<file path="config.mk">
export PLATFORM = sky130hd
export DESIGN_NAME = seg_scan_controller
export DESIGN_NICKNAME = d
export VERILOG_FILES = /design/src/rtl/seg_pkg.sv /design/src/rtl/seg_slot_timer.sv /design/src/rtl/seg_scan_controller.sv
export SDC_FILE = /design/constraint.sdc
export NUM_CORES = 1
export LEC_CHECK = 0
export BUFFER_PORTS_ARGS = -buffer_cell sky130_fd_sc_hd__buf_2
export CORE_MARGIN = 4
export CORE_UTILIZATION = 63
export CTS_CLUSTER_DIAMETER = 150
export CTS_CLUSTER_SIZE = 30
export DETAILED_ROUTE_END_ITERATION = 8
export GPL_TIMING_DRIVEN = 0
export PLACE_DENSITY = 0.84
export SLEW_MARGIN = 20
export SYNTH_ARGS = -nofsm -noshare
export SYNTH_HDL_FRONTEND = slang
export SYNTH_SLANG_ARGS = --single-unit
</file>
<file path="constraint.sdc">
create_clock -name clk -period 2.8 [get_ports clk]
set_input_delay 0.56 -clock clk [delete_from_list [all_inputs] [get_ports clk]]
set_output_delay 0.56 -clock clk [all_outputs]
set_load 0.02 [all_outputs]
</file>
<file path="src/rtl/seg_pkg.sv">
// Shared types and digit-walk helpers for the seven-segment scan controller.
// Helpers give the first / next enabled digit of a 4-bit scan mask.
package seg_pkg;

  localparam int NUM_DIGITS = 4;

  typedef enum logic [1:0] {
    IDLE,
    BLANK,
    SHOW
  } scan_state_t;

  // Next set bit strictly above idx, wrapping; idx itself if it is the only one.
  function automatic logic [1:0] next_digit(
    input logic [1:0] idx,
    input logic [NUM_DIGITS-1:0] mask
  );
    logic [1:0] n;
    logic [1:0] j;
    logic found;
    n = idx;
    found = 1'b0;
    for (int k = 1; k <= NUM_DIGITS; k++) begin
      j = idx + 2'(k);
      if (!found && mask[j]) begin
        n = j;
        found = 1'b1;
      end
    end
    return n;
  endfunction

  function automatic logic [1:0] first_digit(
    input logic [NUM_DIGITS-1:0] mask
  );
    return next_digit(2'd3, mask);
  endfunction

  function automatic logic [NUM_DIGITS-1:0] onehot(
    input logic [1:0] idx
  );
    return 4'b0001 << idx;
  endfunction

endpackage

</file>
<file path="src/rtl/seg_slot_timer.sv">
// Loadable down-counter timing one BLANK or SHOW slot.
// done is high on the final cycle of a slot loaded with length-1.
module seg_slot_timer #(
  parameter int W = 4
) (
  input  logic         clk,
  input  logic         rst_n,
  input  logic         load,
  input  logic         clear,
  input  logic [W-1:0] load_val,
  output logic         done
);

  logic [W-1:0] cnt;

  always_ff @(posedge clk or negedge rst_n) begin
    if (!rst_n) begin
      cnt <= '0;
    end else if (clear) begin
      cnt <= '0;
    end else if (load) begin
      cnt <= load_val;
    end else if (cnt != '0) begin
      cnt <= cnt - 1'b1;
    end
  end

  assign done = (cnt == '0);

endmodule

</file>
<file path="src/rtl/seg_scan_controller.sv">
// Time-multiplexed scan sequencer for a 4-digit seven-segment display.
// Each digit gets a blanking dead-time, then its lit slot.
module seg_scan_controller
  import seg_pkg::*;
#(
  parameter int PRESCALE     = 1000,
  parameter int BLANK_CYCLES = 16
) (
  input  logic                  clk,
  input  logic                  rst_n,
  input  logic                  enable,
  input  logic [NUM_DIGITS-1:0] digit_en,
  output logic [NUM_DIGITS-1:0] select,
  output logic                  mux_enable,
  output logic [NUM_DIGITS-1:0] anode_n,
  output logic                  frame_tick
);

  localparam int MAXC = (PRESCALE > BLANK_CYCLES) ?
                        PRESCALE : BLANK_CYCLES;
  localparam int W = $clog2(MAXC + 1);
  localparam logic [W-1:0] SHOW_LD  = W'(PRESCALE - 1);
  localparam logic [W-1:0] BLANK_LD = W'(BLANK_CYCLES - 1);

  if (PRESCALE < 1) begin : g_bad_prescale
    $error("PRESCALE must be >= 1");
  end
  if (BLANK_CYCLES < 1) begin : g_bad_blank
    $error("BLANK_CYCLES must be >= 1");
  end

  scan_state_t state;
  logic [1:0]  idx;
  logic [1:0]  nidx;
  logic [1:0]  fidx;
  logic        has_mask;
  logic        load;
  logic        clear;
  logic [W-1:0] load_val;
  logic        done;

  seg_slot_timer #(
    .W(W)
  ) u_timer (
    .clk     (clk),
    .rst_n   (rst_n),
    .load    (load),
    .clear   (clear),
    .load_val(load_val),
    .done    (done)
  );

  always_comb begin
    has_mask = |digit_en;
    nidx     = next_digit(idx, digit_en);
    fidx     = first_digit(digit_en);
    load     = 1'b0;
    clear    = 1'b0;
    load_val = BLANK_LD;
    case (state)
      IDLE: load = enable && has_mask;
      BLANK: begin
        clear    = !enable;
        load     = enable && done;
        load_val = SHOW_LD;
      end
      SHOW: begin
        clear = !enable || (done && !has_mask);
        load  = enable && done && has_mask;
      end
      default: clear = 1'b1;
    endcase
  end

  // enable low wins over any slot-end transition in the same cycle.
  always_ff @(posedge clk or negedge rst_n) begin
    if (!rst_n) begin
      state      <= IDLE;
      idx        <= 2'd0;
      select     <= 4'b0001;
      mux_enable <= 1'b0;
      anode_n    <= 4'b1111;
      frame_tick <= 1'b0;
    end else begin
      frame_tick <= 1'b0;
      case (state)
        IDLE: begin
          if (enable && has_mask) begin
            state      <= BLANK;
            idx        <= fidx;
            select     <= onehot(fidx);
            mux_enable <= 1'b1;
          end
        end
        BLANK: begin
          if (!enable) begin
            state      <= IDLE;
            mux_enable <= 1'b0;
          end else if (done) begin
            state   <= SHOW;
            anode_n <= ~select;
          end
        end
        SHOW: begin
          if (!enable || (done && !has_mask)) begin
            state      <= IDLE;
            mux_enable <= 1'b0;
            anode_n    <= 4'b1111;
          end else if (done) begin
            state      <= BLANK;
            idx        <= nidx;
            select     <= onehot(nidx);
            anode_n    <= 4'b1111;
            frame_tick <= (nidx <= idx);
          end
        end
        default: begin
          state      <= IDLE;
          mux_enable <= 1'b0;
          anode_n    <= 4'b1111;
        end
      endcase
    end
  end

endmodule

</file>
==> results by group, run 1 <==
Outcome
  – Status: completed

Power and ir drop
  – Total power per unit cell area: 850 nW/um^2
  – Sequential share of power: 34.9%
  – Switching Fraction: 43.4%
  – Proportion of power drawn by the clock network: 16.0%
  – Total leakage power: 0.000761 uW
  – Internal portion of total power: 910 uW
  – Net switching power: 696 uW
  – Worst supply voltage drop on vdd: 0.000695 V
  – Power share of the combinational group: 49.0%

Synth
  – Netlist Area Pre-Place: 1730 sq um
  – Fraction of synthesis flops using an asynchronous set or reset pin: 100%
  – Post-Synthesis Cells: 193
  – Number of enable flip-flop cells after synthesis: 0
  – Sequential element share of the synthesized area: 35.0%
  – Synth area leader: sky130_fd_sc_hd__dfrtp_1
  – Most used flip-flop cell after synthesis: sky130_fd_sc_hd__dfrtp_1
  – Library cell with the highest instance count after synthesis: sky130_fd_sc_hd__dfrtp_1
  – Share of the synthesized area in the top cell type: 27.4%
  – Number of synthesized register bits: 24
  – List of most frequent post-synthesis cells: sky130_fd_sc_hd__dfrtp_1 (19), sky130_fd_sc_hd__nor2_1 (13), sky130_fd_sc_hd__a21oi_1 (11), sky130_fd_sc_hd__o21ai_1 (11), sky130_fd_sc_hd__clkbuf_1 (9)
  – Mapped Nets: 204
  – Netlist cell types: 57
  – Synthesis warning total: 0
  – Area contributors post-synth: sky130_fd_sc_hd__dfrtp_1 (27%), sky130_fd_sc_hd__dfstp_2 (7.6%), sky130_fd_sc_hd__a21oi_1 (3.2%), sky130_fd_sc_hd__o21ai_1 (3.2%), sky130_fd_sc_hd__ha_1 (2.9%)
  – Avg Inst Size Synth: 8.99 sq um

Global route
  – Number of antenna violations at the first check in global routing: 0
  – Gr ovfl total: 0
  – Pin count of the biggest net entering global routing: 25
  – Number of global-route vias before repair: 1655
  – Global-route wire length before repair: 7710 um
  – Global routing usage summed across all routing layers: 27.4%

Floorplanning
  – Horizontal die dimension: 60.5 um
  – I/O pin count: 17
  – Die H: 60.5 um
  – Die outline area: 3660 sq um
  – Effective utilization at floorplan: 68.1%
  – Site row count: 18
  – Std-Cell Core Area: 2540 sq um

Clocking
  – Count of instances resized after the clock tree is built: 0
  – Hold-fix buffers, CTS: 0
  – Clock Path Buffers: 2
  – Post-CTS setup buffer count: 0
  – CTS root buffer: sky130_fd_sc_hd__clkbuf_4
  – H-tree depth: 1
  – Total clock buffers created by CTS: 3
  – Clock latency of the later-clocked register in the worst-skew pair: 0.33 ns
  – Register clock-pin slew on the reported worst setup and hold paths: 0.13 ns
  – Number of sinks handled by clock tree synthesis: 24
  – TritonCTS clock tree: yes

Timing
  – Headroom to the max-slew limit: 41.7%
  – Accumulated negative setup slack: 0 ns
  – Actual transition at the worst max-transition pin: 0.871 ns
  – Max-slew violation count: 0
  – Final critical path time including I/O delays and setup: 2.43 ns
  – Number of hold violations in the final report: 0
  – Post-layout worst setup margin: 0.370 ns
  – Number of setup violations in the final report: 0
  – Post-Route Skew: 0.00598 ns
  – Post-route fraction of the period consumed by the critical path: 86.8%
  – Achievable clock frequency: 411 MHz
  – Setup repair after global routing missed its margin: no

Setup path
  – Category of the critical setup timing path: reg -> reg
  – CP peak stage delay: 0.74 ns
  – Critical path's top delay family: compound AO/OA/AOI/OAI gates
  – Critical Path Slowest Stage Cell: sky130_fd_sc_hd__a31oi_1
  – Arrival @ worst endpoint: 2.65 ns
  – CP Max Fanout: 9
  – Critical Path Start Type: register
  – Endpoint required time on the critical path: 3.02 ns
  – Cell Chain, Critical Path: inv_1 > ha_1 > nor2b_1 > a31oi_1 > o32ai_1 > a221o_1
  – Number of buffers and inverters on the critical path: 1
  – Nature of the critical path endpoint: register

Place
  – Final estimated routing congestion in global placement: 0.912
  – Placed instance area: 1840 sq um
  – Detailed-placement wirelength estimate: 3240 um
  – Setup Slack @ Placement: 0.476 ns
  – Port Buffer Count: 13

Route
  – First DRT Iteration DRCs: 131
  – Per-cell via count in the routed design: 6.94
  – Number of antenna-violating nets in the routed design: 0
  – Total vias in the final route: 1666
  – Number of detailed-route iterations in the first pass: 4
  – Drt total wl: 4460 um
  – Average detailed-routed wire length per instance: 18.6 um
  – DRC viols: 0

Layout
  – Ant diodes: 0
  – Design area: 1890 sq um
  – Layout Nets: 222
  – Synth-to-Final Area Change: 8.95%
  – Proportion of layout cells with a drive suffix above 1: 17.6%

Flow run
  – # Max-Cap Violations: 0

Hold path
  – Class of the tightest hold or removal check: in -> async
[through the flow]
stage / cells / total power [uW] / utilization, % / hold WS, ns
2_1_floorplan: 193 / 1140 / - / 0.264
6_report: 240 / 1610 / 74.2 / 0.192
4_1_cts: 240 / 1600 / 74.2 / 0.211
3_5_place_dp: 236 / 1330 / 72.2 / 0.455
3_3_place_gp: 236 / 1300 / 72.2 / 0.451
5_1_grt: 240 / 1710 / 74.2 / 0.203
[kinds of logic (layout without fill, tap and decap cells)]
logic type,Yosys count,count (layout),synth area share (%)
compound gates,71,71,30.1
xor+xnor,2,2,1.01
fa+ha+maj,4,4,2.89
buf+inv,23,40,6.49
flops,24,24,35.0
mux,4,4,2.38
simple gates,65,65,22.1
[registers in the layout, summed over array words and instances, names as in the netlist]
name         cells
anode_n          4
frame_tick       1
idx              2
mux_enable       1
select           4
state            2
u_timer.cnt     10
[power groups by stage]
stage                     Combinational (uW)  Clock, uW  Sequential [uW]
final                                    787        258              561
after global routing                     861        277              573
after CTS                                777        261              558
after detailed placement                 769          0              566
after global placement                   746          0              555
after floorplan                          541          0              596
[layer usage]
layer / part of all wire (%) / track usage [%] / wire length (um) / vias up
met1: 43 / 36.7 / 1910 / 803
met5: 0 / 0 / 0 / -
met2: 49 / 45.1 / 2180 / 59
met4: 2.0 / 9.29 / 90 / 0
met3: 6.2 / 4.89 / 277 / 15
li1: - / - / - / 789
[layout make-up]
type | instances | area [sq um]
Timing Repair Buffer | 13 | 65.1
Buffer | 15 | 82.6
Tap cell | 30 | 37.5
Sequential cell | 24 | 607
Multi-Input combinational cell | 146 | 1010
Clock inverter | 1 | 30.0
Clock buffer | 3 | 22.5
Fill cell | 206 | 656
Inverter | 8 | 30.0
[cells in the final DEF (no fill, tap or decap), types with 2 or more instances in the layout]
master,n
sky130_fd_sc_hd__inv_1,8
sky130_fd_sc_hd__nor2b_1,4
sky130_fd_sc_hd__nor3b_1,2
sky130_fd_sc_hd__a31oi_1,6
sky130_fd_sc_hd__o21ai_1,11
sky130_fd_sc_hd__o221ai_1,3
sky130_fd_sc_hd__nand2_1,7
sky130_fd_sc_hd__o32ai_1,3
sky130_fd_sc_hd__and2_1,2
sky130_fd_sc_hd__mux2i_1,3
sky130_fd_sc_hd__nand2b_1,4
sky130_fd_sc_hd__nand4_1,2
sky130_fd_sc_hd__and3_1,2
sky130_fd_sc_hd__nor2_1,13
sky130_fd_sc_hd__o22ai_1,2
sky130_fd_sc_hd__ha_1,4
sky130_fd_sc_hd__or3_1,2
sky130_fd_sc_hd__a22oi_1,2
sky130_fd_sc_hd__xnor2_1,2
sky130_fd_sc_hd__a32oi_1,5
sky130_fd_sc_hd__o41ai_1,4
sky130_fd_sc_hd__dfrtp_1,19
sky130_fd_sc_hd__clkbuf_4,3
sky130_fd_sc_hd__nand3_1,7
sky130_fd_sc_hd__a21boi_0,2
sky130_fd_sc_hd__nor3_1,7
sky130_fd_sc_hd__a21oi_1,11
sky130_fd_sc_hd__o31ai_1,6
sky130_fd_sc_hd__clkbuf_1,9
sky130_fd_sc_hd__buf_6,3
sky130_fd_sc_hd__or4_1,2
sky130_fd_sc_hd__or2_2,2
sky130_fd_sc_hd__nor4_1,3
sky130_fd_sc_hd__dfstp_2,5
sky130_fd_sc_hd__buf_2,16
[path summary, 6_finish.rpt]
| path | start | slack, ns | depth (start not counted) | endpoint |
|---|---|---|---|---|
| worst max-delay path | u_timer.cnt[0] | 0.37 | 6 | u_timer.cnt[1] |
| worst min-delay path | rst_n | 0.19 | 1 | u_timer.cnt[1] |
| worst max register to register | u_timer.cnt[0] | 0.37 | 6 | u_timer.cnt[1] |
| worst min register to register | select[3] | 0.48 | 1 | anode_n[3] |
| max in group asynchronous | rst_n | 2.24 | 1 | select[0] |
| min in group clk | select[3] | 0.48 | 1 | anode_n[3] |
[worst register-to-register path: stages (launching register included)]
cell and delay (ns):
sky130_fd_sc_hd__dfrtp_1 0.52, sky130_fd_sc_hd__inv_1 0.14, sky130_fd_sc_hd__ha_1 0.23, sky130_fd_sc_hd__nor2b_1 0.20, sky130_fd_sc_hd__a31oi_1 0.74, sky130_fd_sc_hd__o32ai_1 0.18
sky130_fd_sc_hd__a221o_1 0.33
Power figures use the tool's default switching activity.
==> inputs of run 2 (changes only) <==
--- a/config.mk
+++ b/config.mk
@@ -6,6 +6,7 @@
 export NUM_CORES = 1
 export LEC_CHECK = 0
 export BUFFER_PORTS_ARGS = -buffer_cell sky130_fd_sc_hd__buf_2
+export CORE_ASPECT_RATIO = 0.6
 export CORE_MARGIN = 4
 export CORE_UTILIZATION = 63
 export CTS_CLUSTER_DIAMETER = 150
==> run 2 against run 1 <==
Flip-flop and latch count is the same. Hold slack gained 0.065 ns. Maximum frequency shrank 3.9%. Critical path type unchanged. Largest cell class unchanged.
==> results by group, run 2 (synthesis gave the netlist of run 1 again) <==
Layout
  – Multi-input logic area: 1010 sq um
  – Register cell area after layout: 607 sq um
  – Largest regs: u_timer.cnt (10), anode_n (4), select (4)
  – Flip-flop count of the largest register after layout: 10
  – Leading cell type in the layout, fill and taps excluded: sky130_fd_sc_hd__dfrtp_1
  – Ant diodes: 0
  – Proportion of layout cells with a drive suffix above 1: 17.6%
  – Top library cells by usage in the layout, fill and taps aside: sky130_fd_sc_hd__dfrtp_1 (19), sky130_fd_sc_hd__buf_2 (16), sky130_fd_sc_hd__nor2_1 (13)
  – Filler instances: 201
  – Register ranked first by flip-flop count: u_timer.cnt
  – Layout Nets: 222
  – Synth-to-Final Area Change: 10.2%

Clocking
  – Clock latency of the later-clocked register in the worst-skew pair: 0.27 ns
  – Clock Path Buffers: 2
  – Count of instances resized after the clock tree is built: 0
  – Hold-fix buffers, CTS: 0
  – Post-CTS setup buffer count: 0
  – Number of sinks handled by clock tree synthesis: 24
  – Total clock buffers created by CTS: 3
  – TritonCTS clock tree: yes
  – H-tree depth: 1
  – CTS root buffer: sky130_fd_sc_hd__clkbuf_8
  – Register clock-pin slew on the reported worst setup and hold paths: 0.08 ns

Place
  – Final estimated routing congestion in global placement: 0.922
  – Port Buffer Count: 13
  – Detailed-placement wirelength estimate: 3480 um

Setup path
  – Terminus of the critical flop-to-flop path: u_timer.cnt[1]
  – Nature of the critical path endpoint: register
  – Worst-case register-to-register setup slack: 0.27 ns
  – Worst setup path startpoint: u_timer.cnt[0]
  – Category of the critical setup timing path: reg -> reg
  – Arrival @ worst endpoint: 2.68 ns
  – CP Max Fanout: 9
  – Critical R2R Launch: u_timer.cnt[0]
  – Endpoint required time on the critical path: 2.95 ns
  – Critical Path Start Type: register
  – Worst Reg-to-Reg Cells: 6

Power and ir drop
  – Worst supply voltage drop on vdd: 0.000634 V
  – Total leakage power: 0.000769 uW
  – Final Power: 1670 uW
  – Total power per unit cell area: 872 nW/um^2

Floorplanning
  – Site row count: 14
  – Die H: 48.6 um
  – Die outline area: 3680 sq um
  – Effective utilization at floorplan: 67.8%
  – Horizontal die dimension: 75.7 um
  – I/O pin count: 17
  – Std-Cell Core Area: 2560 sq um

Timing
  – Headroom to the max-slew limit: 38.1%
  – Post-Route Skew: 0.00148 ns
  – Number of hold violations in the final report: 0
  – Post-Route Hold Slack: 0.257 ns
  – Final critical path time including I/O delays and setup: 2.53 ns
  – Number of setup violations in the final report: 0
  – Max-slew violation count: 0
  – Setup repair after global routing missed its margin: no
  – Accumulated negative setup slack: 0 ns
  – Post-route fraction of the period consumed by the critical path: 90.3%
  – Actual transition at the worst max-transition pin: 0.924 ns
  – Achievable clock frequency: 395 MHz

Route
  – Drt total wl: 4770 um
  – Average detailed-routed wire length per instance: 19.7 um
  – Per-cell via count in the routed design: 7.32
  – DRC viols: 0
  – Total vias in the final route: 1771
  – First DRT Iteration DRCs: 268
  – Number of antenna-violating nets in the routed design: 0
  – Number of detailed-route iterations in the first pass: 5

Global route
  – Pin count of the biggest net entering global routing: 25
  – Global routing usage summed across all routing layers: 27.3%
  – Number of antenna violations at the first check in global routing: 0
  – Gr ovfl total: 0
  – Global-route wire length before repair: 7910 um
  – Number of global-route vias before repair: 1598

Outcome
  – Status: completed

Flow run
  – # Max-Cap Violations: 0

Hold path
  – Class of the tightest hold or removal check: in -> async
==> run 2: worst max-delay path, stage by stage, from the launching register on <==
cell and delay (ns):
sky130_fd_sc_hd__dfrtp_1 0.49, sky130_fd_sc_hd__inv_1 0.14, sky130_fd_sc_hd__ha_1 0.26, sky130_fd_sc_hd__nor2b_1 0.23, sky130_fd_sc_hd__a31oi_1 0.78, sky130_fd_sc_hd__o32ai_1 0.18
sky130_fd_sc_hd__a221o_1 0.33
==> run 2: report_power, final <==
part / internal [uW] / total (uW) / leakage, uW / switching, uW
Sequential: 460 / 570 / 0.000297 / 111
Clock: 191 / 302 / 0.0000357 / 111
Combinational: 305 / 794 / 0.000436 / 489
Total: 956 / 1670 / 0.000769 / 710
==> run 2: area by class of cell <==
cell class,count,area share [%]
inverter,8,1.57
timing repair buffer,13,3.41
tap,32,2.10
clock buffer,3,2.16
clock inverter,1,1.57
sequential,24,31.8
buffer,15,4.32
multi-input combinational,146,53.1
==> run 2: worst max path at each step <==
stage,end,cells after the start
after global routing,u_timer.cnt[1],6
final,u_timer.cnt[1],6
after detailed placement,u_timer.cnt[1],6
after floorplan,u_timer.cnt[1],5
after global placement,u_timer.cnt[1],6
after CTS,u_timer.cnt[1],6
==> run 2: stage by stage <==
| step | setup slack [ns] | cells | instance area [sq um] | util, % |
|---|---|---|---|---|
| finish | 0.271 | 242 | 1910 | 74.7 |
| global route | 0.188 | 242 | 1910 | 74.7 |
| CTS | 0.388 | 242 | 1910 | 74.7 |
| detailed placement | 0.433 | 238 | 1840 | 71.9 |
| global placement | 0.468 | 238 | 1840 | 71.9 |
| floorplan | 0.782 | 193 | 1730 | - |
==> run 2: routing by layer <==
layer  global-route usage [%]  vias up  wire (um)
li1                         -      793          -
met1                     45.0      834       2160
met2                     36.2      133       2040
met3                     5.58       11        532
met4                     4.94        0         40
met5                        0        -          0
==> inputs of run 3 (changes only) <==
--- a/config.mk
+++ b/config.mk
@@ -5,6 +5,7 @@
 export SDC_FILE = /design/constraint.sdc
 export NUM_CORES = 1
 export LEC_CHECK = 0
+export ABC_CLOCK_PERIOD_IN_PS = 2800
 export BUFFER_PORTS_ARGS = -buffer_cell sky130_fd_sc_hd__buf_2
 export CORE_ASPECT_RATIO = 0.6
 export CORE_MARGIN = 4
==> constraint.sdc (replaced) <==
create_clock -name clk -period 2.8 [get_ports clk]
set_input_delay 0.28 -clock clk [delete_from_list [all_inputs] [get_ports clk]]
set_output_delay 0.28 -clock clk [all_outputs]
set_load 0.02 [all_outputs]
==> run 3 against run 2 <==
Register-to-register slack better by 0.04 ns. Hold slack better by 0.20 ns. Die area stayed put. Critical path depth stayed put. Maximum frequency is 1.8% higher. Sequential share of layout area is 0.17 points lower. Core utilization is 0.39 points higher. Clock skew is 0.0029 ns higher. Clock-buffer cell count stayed put. Clock power hardly changed. Largest cell class unchanged.
==> results by group, run 3 (synthesis gave the netlist of run 1 again) <==
Outcome
  – Status: completed

Route
  – Number of detailed-route iterations in the first pass: 5
  – DRC viols: 0
  – Per-cell via count in the routed design: 7.24
  – Total vias in the final route: 1760
  – Average detailed-routed wire length per instance: 19.5 um
  – First DRT Iteration DRCs: 268
  – Number of antenna-violating nets in the routed design: 0
  – Drt total wl: 4750 um

Floorplanning
  – Std-Cell Core Area: 2560 sq um
  – Effective utilization at floorplan: 67.8%
  – Die outline area: 3680 sq um
  – Horizontal die dimension: 75.7 um
  – Die H: 48.6 um
  – Site row count: 14
  – I/O pin count: 17

Power and ir drop
  – Proportion of power drawn by the clock network: 18.2%
  – Switching Fraction: 42.5%
  – Total power per unit cell area: 867 nW/um^2
  – Sequential share of power: 34.2%
  – Net switching power: 709 uW
  – Worst supply voltage drop on vdd: 0.000634 V
  – Power share of the combinational group: 47.6%
  – Total leakage power: 0.000773 uW
  – Internal portion of total power: 957 uW

Setup path
  – CP Max Fanout: 9
  – Worst setup path startpoint: u_timer.cnt[0]
  – Worst-case register-to-register setup slack: 0.31 ns
  – Arrival @ worst endpoint: 2.64 ns
  – Critical path's top delay family: compound AO/OA/AOI/OAI gates
  – Category of the critical setup timing path: reg -> reg
  – Nature of the critical path endpoint: register
  – Critical Path Slowest Stage Cell: sky130_fd_sc_hd__a31oi_1
  – Critical Path Start Type: register
  – Number of buffers and inverters on the critical path: 1
  – Endpoint required time on the critical path: 2.96 ns
  – CP peak stage delay: 0.77 ns
  – Critical R2R Launch: u_timer.cnt[0]
  – Cell Chain, Critical Path: inv_1 > ha_1 > nor2b_1 > a31oi_1 > o32ai_1 > a221o_1

Layout
  – Filler instances: 199
  – Ant diodes: 0
  – Flip-flop count of the largest register after layout: 10
  – Layout Nets: 223
  – Leading cell type in the layout, fill and taps excluded: sky130_fd_sc_hd__dfrtp_1
  – Largest regs: u_timer.cnt (10), anode_n (4), select (4)
  – Synth-to-Final Area Change: 10.8%
  – Core occupancy in the finished layout: 75.1%
  – Top library cells by usage in the layout, fill and taps aside: sky130_fd_sc_hd__dfrtp_1 (19), sky130_fd_sc_hd__buf_2 (16), sky130_fd_sc_hd__nor2_1 (13)
  – Register ranked first by flip-flop count: u_timer.cnt
  – Design area: 1920 sq um
  – Proportion of layout cells with a drive suffix above 1: 17.5%

Timing
  – Max-slew violation count: 0
  – Final critical path time including I/O delays and setup: 2.49 ns
  – Number of setup violations in the final report: 0
  – Number of hold violations in the final report: 0
  – Headroom to the max-slew limit: 38.6%
  – Achievable clock frequency: 402 MHz
  – Accumulated negative setup slack: 0 ns
  – Actual transition at the worst max-transition pin: 0.916 ns
  – Post-route fraction of the period consumed by the critical path: 88.8%
  – Setup repair after global routing missed its margin: no
  – Post-Route Skew: 0.00441 ns

Clocking
  – Clock Path Buffers: 2
  – Register clock-pin slew on the reported worst setup and hold paths: 0.09 ns
  – Post-CTS setup buffer count: 0
  – Hold-fix buffers, CTS: 1
  – H-tree depth: 1
  – Count of instances resized after the clock tree is built: 0
  – Total clock buffers created by CTS: 3
  – CTS root buffer: sky130_fd_sc_hd__clkbuf_8
  – TritonCTS clock tree: yes
  – Clock latency of the later-clocked register in the worst-skew pair: 0.27 ns
  – Number of sinks handled by clock tree synthesis: 24

Hold path
  – Class of the tightest hold or removal check: in -> reg
  – Hold path start: enable

Global route
  – Number of global-route vias before repair: 1598
  – Global-route wire length before repair: 7910 um
  – Gr ovfl total: 0
  – Global routing usage summed across all routing layers: 27.3%
  – Number of antenna violations at the first check in global routing: 0
  – Pin count of the biggest net entering global routing: 25

Place
  – Detailed-placement wirelength estimate: 3480 um
  – Placed instance area: 1840 sq um
  – Final estimated routing congestion in global placement: 0.922
  – Port Buffer Count: 13

Flow run
  – # Max-Cap Violations: 0
run 3: cell types whose count changed in the layout (fill, tap and decap cells not counted), sizes merged:
cell         previous run  this run
dlygate4sd3             0         1
run 3: worst register-to-register path, cell delays in order (launching register included):
cell and delay (ns):
sky130_fd_sc_hd__dfrtp_1 0.48, sky130_fd_sc_hd__inv_1 0.14, sky130_fd_sc_hd__ha_1 0.25, sky130_fd_sc_hd__nor2b_1 0.22, sky130_fd_sc_hd__a31oi_1 0.77, sky130_fd_sc_hd__o32ai_1 0.18, sky130_fd_sc_hd__a221o_1 0.33
run 3: area by class of cell:
cell class | instances | area [sq um] | area share (%)
multi-input combinational | 146 | 1010 | 52.8
sequential | 24 | 607 | 31.6
buffer | 15 | 82.6 | 4.30
timing repair buffer | 14 | 75.1 | 3.91
clock buffer | 3 | 41.3 | 2.15
tap | 32 | 40.0 | 2.08
clock inverter | 1 | 30.0 | 1.56
inverter | 8 | 30.0 | 1.56
run 3: worst paths after layout:
| kind | endpoint | cells past startpoint |
|---|---|---|
| min reg2reg | anode_n[1] | 1 |
| min in group asynchronous | frame_tick | 2 |
| min | frame_tick | 3 |
| max | u_timer.cnt[1] | 6 |
| max in group asynchronous | anode_n[3] | 2 |
| max reg2reg | u_timer.cnt[1] | 6 |
run 3: power groups by stage:
stage               registers, uW  clock network (uW)  logic [uW]
global placement              558                   0         752
finish                        570                 303         793
global route                  584                 326         860
CTS                           564                 306         776
detailed placement            569                   0         768
floorplan                     596                   0         541
run 3: metal layers:
layer / wire length (um) / track usage (%)
met1: 2110 / 45.0
met5: 0 / 0
met3: 554 / 5.58
met2: 2010 / 36.2
met4: 68 / 4.94
run 3: through the flow:
| stage | setup slack [ns] | std cells | total power (uW) | hold slack (ns) |
|---|---|---|---|---|
| 2_1_floorplan | 0.891 | 193 | 1140 | -0.0156 |
| 3_3_place_gp | 0.468 | 238 | 1310 | 0.279 |
| 3_5_place_dp | 0.433 | 238 | 1340 | 0.287 |
| 4_1_cts | 0.388 | 243 | 1650 | 0.445 |
| 5_1_grt | 0.188 | 243 | 1770 | 0.487 |
| 6_report | 0.315 | 243 | 1670 | 0.462 |
